--- config.mk ---
export PLATFORM = sky130hd
export DESIGN_NAME = jtframe_psg_mixer
export DESIGN_NICKNAME = d
export VERILOG_FILES = /design/src/rtl/jtframe_psg_pkg.sv /design/src/rtl/jtframe_psg_dcblk.sv /design/src/rtl/jtframe_psg_mixer.sv
export SDC_FILE = /design/constraint.sdc
export NUM_CORES = 1
export LEC_CHECK = 0
export ABC_AREA = 1
export ABC_CLOCK_PERIOD_IN_PS = 5600
export CAP_MARGIN = 10
export CORE_UTILIZATION = 25
export DETAILED_ROUTE_END_ITERATION = 12
export DONT_BUFFER_PORTS = 1
export GPL_TIMING_DRIVEN = 0
export SETUP_SLACK_MARGIN = 0.05
export SLEW_MARGIN = 40
export SYNTH_ARGS = -nofsm -noshare
export SYNTH_HDL_FRONTEND = slang
export SYNTH_SLANG_ARGS = --single-unit
--- constraint.sdc ---
create_clock -name clk -period 5.6 [get_ports clk]
set_clock_uncertainty 0.05 [all_clocks]
set_input_delay 1.12 -clock clk [delete_from_list [all_inputs] [get_ports clk]]
set_output_delay 1.12 -clock clk [all_outputs]
set_load 0.03 [all_outputs]
--- src/rtl/jtframe_psg_pkg.sv ---
// Shared types and constants for the PSG channel mixer: FSM states, unity gain, output bounds.
package jtframe_psg_pkg;

   typedef enum logic [2:0] {IDLE, MAC, DCRM, LPF, OUT} state_t;

   localparam logic [7:0]        GAIN_UNITY = 8'h10;
   localparam logic signed [15:0] SAT_MAX   = 16'sh7FFF;
   localparam logic signed [15:0] SAT_MIN   = 16'sh8000;

endpackage

--- src/rtl/jtframe_psg_dcblk.sv ---
// DC tracker: removes the running average from the unsigned mix. The first sample after
// reset preloads the average so the output starts at zero instead of popping.
module jtframe_psg_dcblk #(
   parameter int MW   = 16,
   parameter int DCSH = 9
) (
   input  logic                 clk,
   input  logic                 rst,
   input  logic                 en,
   input  logic [MW-1:0]        x_in,
   output logic signed [MW:0]   x_out
);

   // avg carries DCSH fractional bits, so adding x here is avg += x / 2^DCSH
   logic signed [MW+DCSH:0] avg;
   logic signed [MW+DCSH:0] avg_base;
   logic signed [MW:0]      mix_s;
   logic signed [MW:0]      avg_i;
   logic signed [MW:0]      x;
   logic                    first;

   always_comb begin
      mix_s    = signed'({1'b0, x_in});
      avg_base = first ? ((MW+DCSH+1)'(mix_s) <<< DCSH) : avg;
      avg_i    = avg_base[MW+DCSH:DCSH];
      x        = mix_s - avg_i;
   end

   always_ff @(posedge clk or posedge rst) begin
      if (rst) begin
         avg   <= '0;
         first <= 1'b1;
         x_out <= '0;
      end else if (en) begin
         avg   <= avg_base + (MW+DCSH+1)'(x);
         first <= 1'b0;
         x_out <= x;
      end
   end

endmodule

--- src/rtl/jtframe_psg_mixer.sv ---
// CH-channel PSG mixer: shared MAC over snapshotted channels, DC removal, scale and saturate.
// Define JTFRAME_PSG_LPF_EN to insert a first-order low-pass stage (one extra cycle latency).
//
// state | meaning
// IDLE  | waiting for sample; snapshot inputs on accept
// MAC   | acc += din_s[k] * gain_s[k], one channel per cycle
// DCRM  | DC tracker update on acc>>4
// LPF   | z += (x - z)>>>2 (only with JTFRAME_PSG_LPF_EN)
// OUT   | scale, saturate, register dout and pulse dout_stb
module jtframe_psg_mixer
   import jtframe_psg_pkg::*;
#(
   parameter int CH    = 3,
   parameter int DW    = 10,
   parameter int DCSH  = 9,
   parameter int OUTSH = 4
) (
   input  logic                 clk,
   input  logic                 rst,
   input  logic [CH*DW-1:0]     din,
   input  logic [CH*8-1:0]      gain,
   input  logic                 sample,
   output logic [15:0]          dout,
   output logic                 dout_stb,
   output logic                 busy,
   output logic                 overrun
);

   localparam int CW  = $clog2(CH);
   localparam int KW  = (CW > 0) ? CW : 1;
   localparam int AW  = DW + 8 + CW;
   localparam int MW  = DW + 4 + CW;
   localparam int YW0 = MW + 1 + OUTSH;
   localparam int YW  = (YW0 > 17) ? YW0 : 17;

   state_t              state;
   logic [CH*DW-1:0]    din_s;
   logic [CH*8-1:0]     gain_s;
   logic [AW-1:0]       acc;
   logic [KW-1:0]       k;
   logic [DW+7:0]       prod;
   logic [MW-1:0]       mix;
   logic signed [MW:0]  x_dc;
   logic signed [MW:0]  x_sel;
   logic signed [YW-1:0] y;
   logic signed [15:0]  y_sat;

   always_comb begin
      prod = din_s[int'(k)*DW +: DW] * gain_s[int'(k)*8 +: 8];
      mix  = acc[AW-1:4];
   end

   jtframe_psg_dcblk #(
      .MW   (MW),
      .DCSH (DCSH)
   ) u_dcblk (
      .clk   (clk),
      .rst   (rst),
      .en    (state == DCRM),
      .x_in  (mix),
      .x_out (x_dc)
   );

`ifdef JTFRAME_PSG_LPF_EN
   logic signed [MW:0]   z;
   logic signed [MW+1:0] dz;

   always_comb dz = (MW+2)'(x_dc) - (MW+2)'(z);

   always_ff @(posedge clk or posedge rst) begin
      if (rst)               z <= '0;
      else if (state == LPF) z <= z + (MW+1)'(dz >>> 2);
   end

   assign x_sel = z;
`else
   assign x_sel = x_dc;
`endif

   always_comb begin
      y = YW'(x_sel) <<< OUTSH;
      if (y > YW'(SAT_MAX))      y_sat = SAT_MAX;
      else if (y < YW'(SAT_MIN)) y_sat = SAT_MIN;
      else                       y_sat = y[15:0];
   end

   always_ff @(posedge clk or posedge rst) begin
      if (rst) begin
         state    <= IDLE;
         din_s    <= '0;
         gain_s   <= '0;
         acc      <= '0;
         k        <= '0;
         busy     <= 1'b0;
         overrun  <= 1'b0;
         dout     <= '0;
         dout_stb <= 1'b0;
      end else begin
         dout_stb <= 1'b0;
         // any sample outside IDLE, including the OUT cycle, is dropped
         if (sample && state != IDLE) overrun <= 1'b1;
         case (state)
            IDLE: if (sample) begin
               din_s  <= din;
               gain_s <= gain;
               acc    <= '0;
               k      <= '0;
               busy   <= 1'b1;
               state  <= MAC;
            end
            MAC: begin
               acc <= acc + AW'(prod);
               k   <= k + 1'b1;
               if (k == KW'(CH-1)) state <= DCRM;
            end
`ifdef JTFRAME_PSG_LPF_EN
            DCRM: state <= LPF;
            LPF:  state <= OUT;
`else
            DCRM: state <= OUT;
`endif
            OUT: begin
               dout     <= y_sat;
               dout_stb <= 1'b1;
               busy     <= 1'b0;
               state    <= IDLE;
            end
            default: state <= IDLE;
         endcase
      end
   end

endmodule
==> run_results.csv <==
group,metric,value,unit
layout,nNetsFinal,1956,
floorplan,die_width,223,µm
global_route,grt-busiest-layer,"met2",
worst_setup_path,path_class,"flip-flop to flip-flop",
detailed_routing,dr.pass1.iters,5,
global_route,grt_use_met1,17.9,%
timing,setup_repair_after_global_routing_missed_its_margin,"false",
floorplan,floorplan.io_pins,76,
logic_synthesis,postSynthCellCount,1726,
floorplan,core_area,47800,µm²
detailed_routing,dr_total_vias,10500,
place,place_congestion,0.909,
timing,max_freq,193,MHz
layout,fin_util,28.7,%
floorplan,dieArea,49600,µm²
cts,clockBufferDepth,2,
run,timing.max_cap.violations,0,
worst_setup_path,crit_required,5.88,ns
layout,layout-drive-gt1-share,6.53,%
timing,holdWs,0.373,ns
worst_setup_path,cp_cell_sequence,"buf_6, buf_2, nand3_1, o31ai_4, nand2_1, inv_1, fa_1, fa_1, fa_1, inv_1, fa_1, inv_1, ha_1, nand2_1, inv_1, nand3_1, o21ai_2, nand3_1, nand2_1, nand2_1, nand3_1, nand2_1",
worst_setup_path,crit-reg2reg-capture,"acc[18]",
worst_setup_path,worst_r2r_startpoint,"k[1]",
run_status,status,"complete, no violations",
timing,finalCritPeriodShare,92.7,%
logic_synthesis,ys.warnings.count,0,
global_route,grt_usage,13.6,%
global_route,grt_max_degree,74,
timing,fin_crit,5.19,ns
worst_setup_path,reg2reg_depth,22,
layout,multi_input_area,7310,µm²
logic_synthesis,syn_avg_cell_area,7.05,µm²
global_route,antenna_found_initial,0,
worst_setup_path,r2r_slack,0.41,ns
global_route,grt_pass1_vias,10800,
place,portBuffers,0,
timing,final-max-slew-violation-count,0,
timing,tightestPinTransition,0.600,ns
logic_synthesis,synth_enable_flop_cells,0,
worst_setup_path,cp_top_family,"adder cells",
detailed_routing,drt_iter0_markers,678,
worst_setup_path,timing.critical_path.arrival,5.47,ns
logic_synthesis,yosys.cell_types.count,43,
layout,filler_free_cell_count_of_the_finished_design,2377,
cts,ctsRootBufferMaster,"sky130_fd_sc_hd__clkbuf_16",
cts,clk_pin_slew_worst_paths,0.07,ns
floorplan,chipHeight,223,µm
detailed_routing,count_of_antenna_violating_nets_left_after_detailed_routing,0,
logic_synthesis,postSynth.asyncResetShare,100,%
worst_setup_path,crit_buf_inv,6,
logic_synthesis,synth_nets,1933,
timing,finalHoldViolations,0,
global_route,gr-usage-met3,1.56,%
worst_setup_path,critical-path-max-stage-delay,0.55,ns
logic_synthesis,sequential_area_share_after_synthesis,28.6,%
logic_synthesis,synthFlopType,"sky130_fd_sc_hd__dfrtp_1",
timing,timing.final.setup_violations,0,
layout,num_antenna_cells,0,
hold_path,worst_hold_path_type,"input pin to asynchronous set/reset pin",
worst_setup_path,worst_path_max_delay_cell,"sky130_fd_sc_hd__fa_1",
cts,clock_latency,0.43,ns
cts,clock_net_sink_count,139,
worst_setup_path,critPathMostFrequentCell,"sky130_fd_sc_hd__nand2_1",
worst_setup_path,start_kind,"flip-flop",
place,hpwl,25.4,mm
cts,htreeDepth,4,
cts,cts_buffers,17,
timing,headroom_to_the_max_slew_limit,60.0,%
global_route,grt.overflow.total,0,
global_route,wire_length_of_the_first_global_routing_pass,54.4,mm
worst_setup_path,cp_max_fo,10,
detailed_routing,routed_via_density,4.42,
detailed_routing,drt-total-wl,31.6,mm
layout,seqCellArea,3480,µm²
floorplan,initial_utilization,25.4,%
logic_synthesis,synth.cell_area,12200,µm²
logic_synthesis,synth-seq-cells,139,
floorplan,core.rowCount,80,
worst_setup_path,critical_path.endpoint_type,"flip-flop",
layout,fill_count,5247,
detailed_routing,wl_per_cell,13.3,µm
cts,cts_hold_buffers,0,
place,placed_cells,2343,
layout,area_delta_synth_final,13.0,%
cts,tritoncts_clock_tree,"built",
global_route,met2_usage_in_global_routing,23.2,%
detailed_routing,route.detailed.drc,0,
final cells by class:
type / instances / share of cell area, %
repair buffers: 4 / 0.601
multi-input cells: 1206 / 53.2
flip-flops and latches: 139 / 25.3
inverters: 342 / 9.39
clock inverters: 15 / 1.27
plain buffers: 39 / 1.55
well taps: 615 / 5.60
clock buffers: 17 / 3.09
registers in the layout, indices dropped and copies added, names as in the netlist:
signal         count
acc               20
state              3
overrun            1
k                  2
busy               1
gain_s            24
u_dcblk.x_out     17
u_dcblk.avg       26
u_dcblk.first      1
dout_stb           1
dout              13
din_s             30
how the worst max path moves through the flow:
| stage | start | to | slack, ns | cells past startpoint |
|---|---|---|---|---|
| final | k[1] | acc[18] | 0.41 | 22 |
| after global placement | rst | dout[8] | -1.07 | 1 |
| after global routing | k[1] | acc[18] | 0.03 | 22 |
| after CTS | k[0] | acc[18] | 0.34 | 22 |
| after floorplan | rst | acc[0] | 0.71 | 1 |
| after detailed placement | k[0] | acc[18] | 0.35 | 22 |
cells in the final DEF, fill, tap and decap left out, types with 4 or more instances in the layout:
cell / netlist / routed
sky130_fd_sc_hd__a21oi_1: 40 / 40
sky130_fd_sc_hd__buf_2: 17 / 17
sky130_fd_sc_hd__o21ai_0: 60 / 60
sky130_fd_sc_hd__or2_2: 7 / 7
sky130_fd_sc_hd__inv_2: 8 / 8
sky130_fd_sc_hd__a21o_1: 5 / 5
sky130_fd_sc_hd__inv_8: 0 / 4
sky130_fd_sc_hd__inv_6: 0 / 6
sky130_fd_sc_hd__xnor2_1: 7 / 7
sky130_fd_sc_hd__buf_4: 11 / 11
sky130_fd_sc_hd__o22ai_1: 5 / 5
sky130_fd_sc_hd__o32ai_4: 0 / 8
sky130_fd_sc_hd__nor3_1: 6 / 6
sky130_fd_sc_hd__ha_1: 84 / 84
sky130_fd_sc_hd__fa_1: 66 / 66
sky130_fd_sc_hd__nand3_1: 87 / 87
sky130_fd_sc_hd__inv_1: 334 / 333
sky130_fd_sc_hd__and2_1: 7 / 7
sky130_fd_sc_hd__nand4_1: 11 / 11
sky130_fd_sc_hd__dfrtp_1: 138 / 138
sky130_fd_sc_hd__clkbuf_1: 11 / 11
sky130_fd_sc_hd__nand3b_1: 9 / 9
sky130_fd_sc_hd__nor2_1: 97 / 97
sky130_fd_sc_hd__o31ai_4: 8 / 10
sky130_fd_sc_hd__o21ai_1: 12 / 12
sky130_fd_sc_hd__xor2_1: 9 / 9
sky130_fd_sc_hd__o21bai_1: 5 / 5
sky130_fd_sc_hd__clkbuf_16: 0 / 17
sky130_fd_sc_hd__nand2_1: 646 / 646
routing by layer:
metal / share of wire (%) / wire, µm
met1: 48 / 15000
met2: 48 / 15000
met3: 3.0 / 954
met4: 1.7 / 549
met5: 0 / 0
worst register-to-register path, stage by stage, from the launching register on:
cell                      delay [ns]
sky130_fd_sc_hd__dfrtp_1        0.47
sky130_fd_sc_hd__buf_6          0.27
sky130_fd_sc_hd__buf_2          0.27
sky130_fd_sc_hd__nand3_1        0.16
sky130_fd_sc_hd__o31ai_4        0.17
sky130_fd_sc_hd__nand2_1        0.11
sky130_fd_sc_hd__inv_1          0.09
sky130_fd_sc_hd__fa_1           0.45
sky130_fd_sc_hd__fa_1           0.54
sky130_fd_sc_hd__fa_1           0.55
sky130_fd_sc_hd__inv_1          0.05
sky130_fd_sc_hd__fa_1           0.53
sky130_fd_sc_hd__inv_1          0.04
sky130_fd_sc_hd__ha_1           0.34
sky130_fd_sc_hd__nand2_1        0.12
sky130_fd_sc_hd__inv_1          0.09
sky130_fd_sc_hd__nand3_1        0.08
sky130_fd_sc_hd__o21ai_2        0.29
sky130_fd_sc_hd__nand3_1        0.16
sky130_fd_sc_hd__nand2_1        0.09
sky130_fd_sc_hd__nand2_1        0.04
sky130_fd_sc_hd__nand3_1        0.07
sky130_fd_sc_hd__nand2_1        0.05
logic make-up after synthesis:
group / after synthesis / share of synthesized area [%]
buffers and inverters: 381 / 12.3
AO/OA/AOI/OAI: 153 / 8.68
adder cells (fa/ha/maj): 150 / 19.5
AND/OR/NAND/NOR: 886 / 29.7
flip-flops: 139 / 28.6
XOR/XNOR: 17 / 1.29
cells in the mapped netlist, types with 5 or more instances:
master	n	area (µm²)
sky130_fd_sc_hd__a21o_1	5	37.5
sky130_fd_sc_hd__a21oi_1	40	200
sky130_fd_sc_hd__and2_1	7	43.8
sky130_fd_sc_hd__buf_2	17	85.1
sky130_fd_sc_hd__buf_4	11	82.6
sky130_fd_sc_hd__clkbuf_1	11	41.3
sky130_fd_sc_hd__dfrtp_1	138	3450
sky130_fd_sc_hd__fa_1	66	1320
sky130_fd_sc_hd__ha_1	84	1050
sky130_fd_sc_hd__inv_1	334	1250
sky130_fd_sc_hd__inv_2	8	30.0
sky130_fd_sc_hd__nand2_1	646	2420
sky130_fd_sc_hd__nand3_1	87	435
sky130_fd_sc_hd__nand3b_1	9	67.6
sky130_fd_sc_hd__nand4_1	11	68.8
sky130_fd_sc_hd__nor2_1	97	364
sky130_fd_sc_hd__nor3_1	6	30.0
sky130_fd_sc_hd__o21ai_0	60	300
sky130_fd_sc_hd__o21ai_1	12	60.1
sky130_fd_sc_hd__o21bai_1	5	37.5
sky130_fd_sc_hd__o22ai_1	5	31.3
sky130_fd_sc_hd__o31ai_4	8	170
sky130_fd_sc_hd__o32ai_2	8	130
sky130_fd_sc_hd__or2_2	7	43.8
sky130_fd_sc_hd__xnor2_1	7	61.3
sky130_fd_sc_hd__xor2_1	9	78.8
timing repair:
action | in CTS | in global routing
setup buffers | 0 | 2
endpoints found under the setup margin | 0 | 7
gates resized for setup | 0 | 12
through the flow:
stage | setup slack (ns) | TNS [ns] | area, µm²
after floorplan | 0.707 | 0 | 12200
after global placement | -1.07 | -144.32 | 12900
after detailed placement | 0.350 | 0 | 13000
after CTS | 0.339 | 0 | 13600
after global routing | 0.0332 | 0 | 13700
final | 0.407 | 0 | 13700
Power is not shown: default switching activity piles up to over one toggle a cycle in this logic, so the estimate is an artifact.
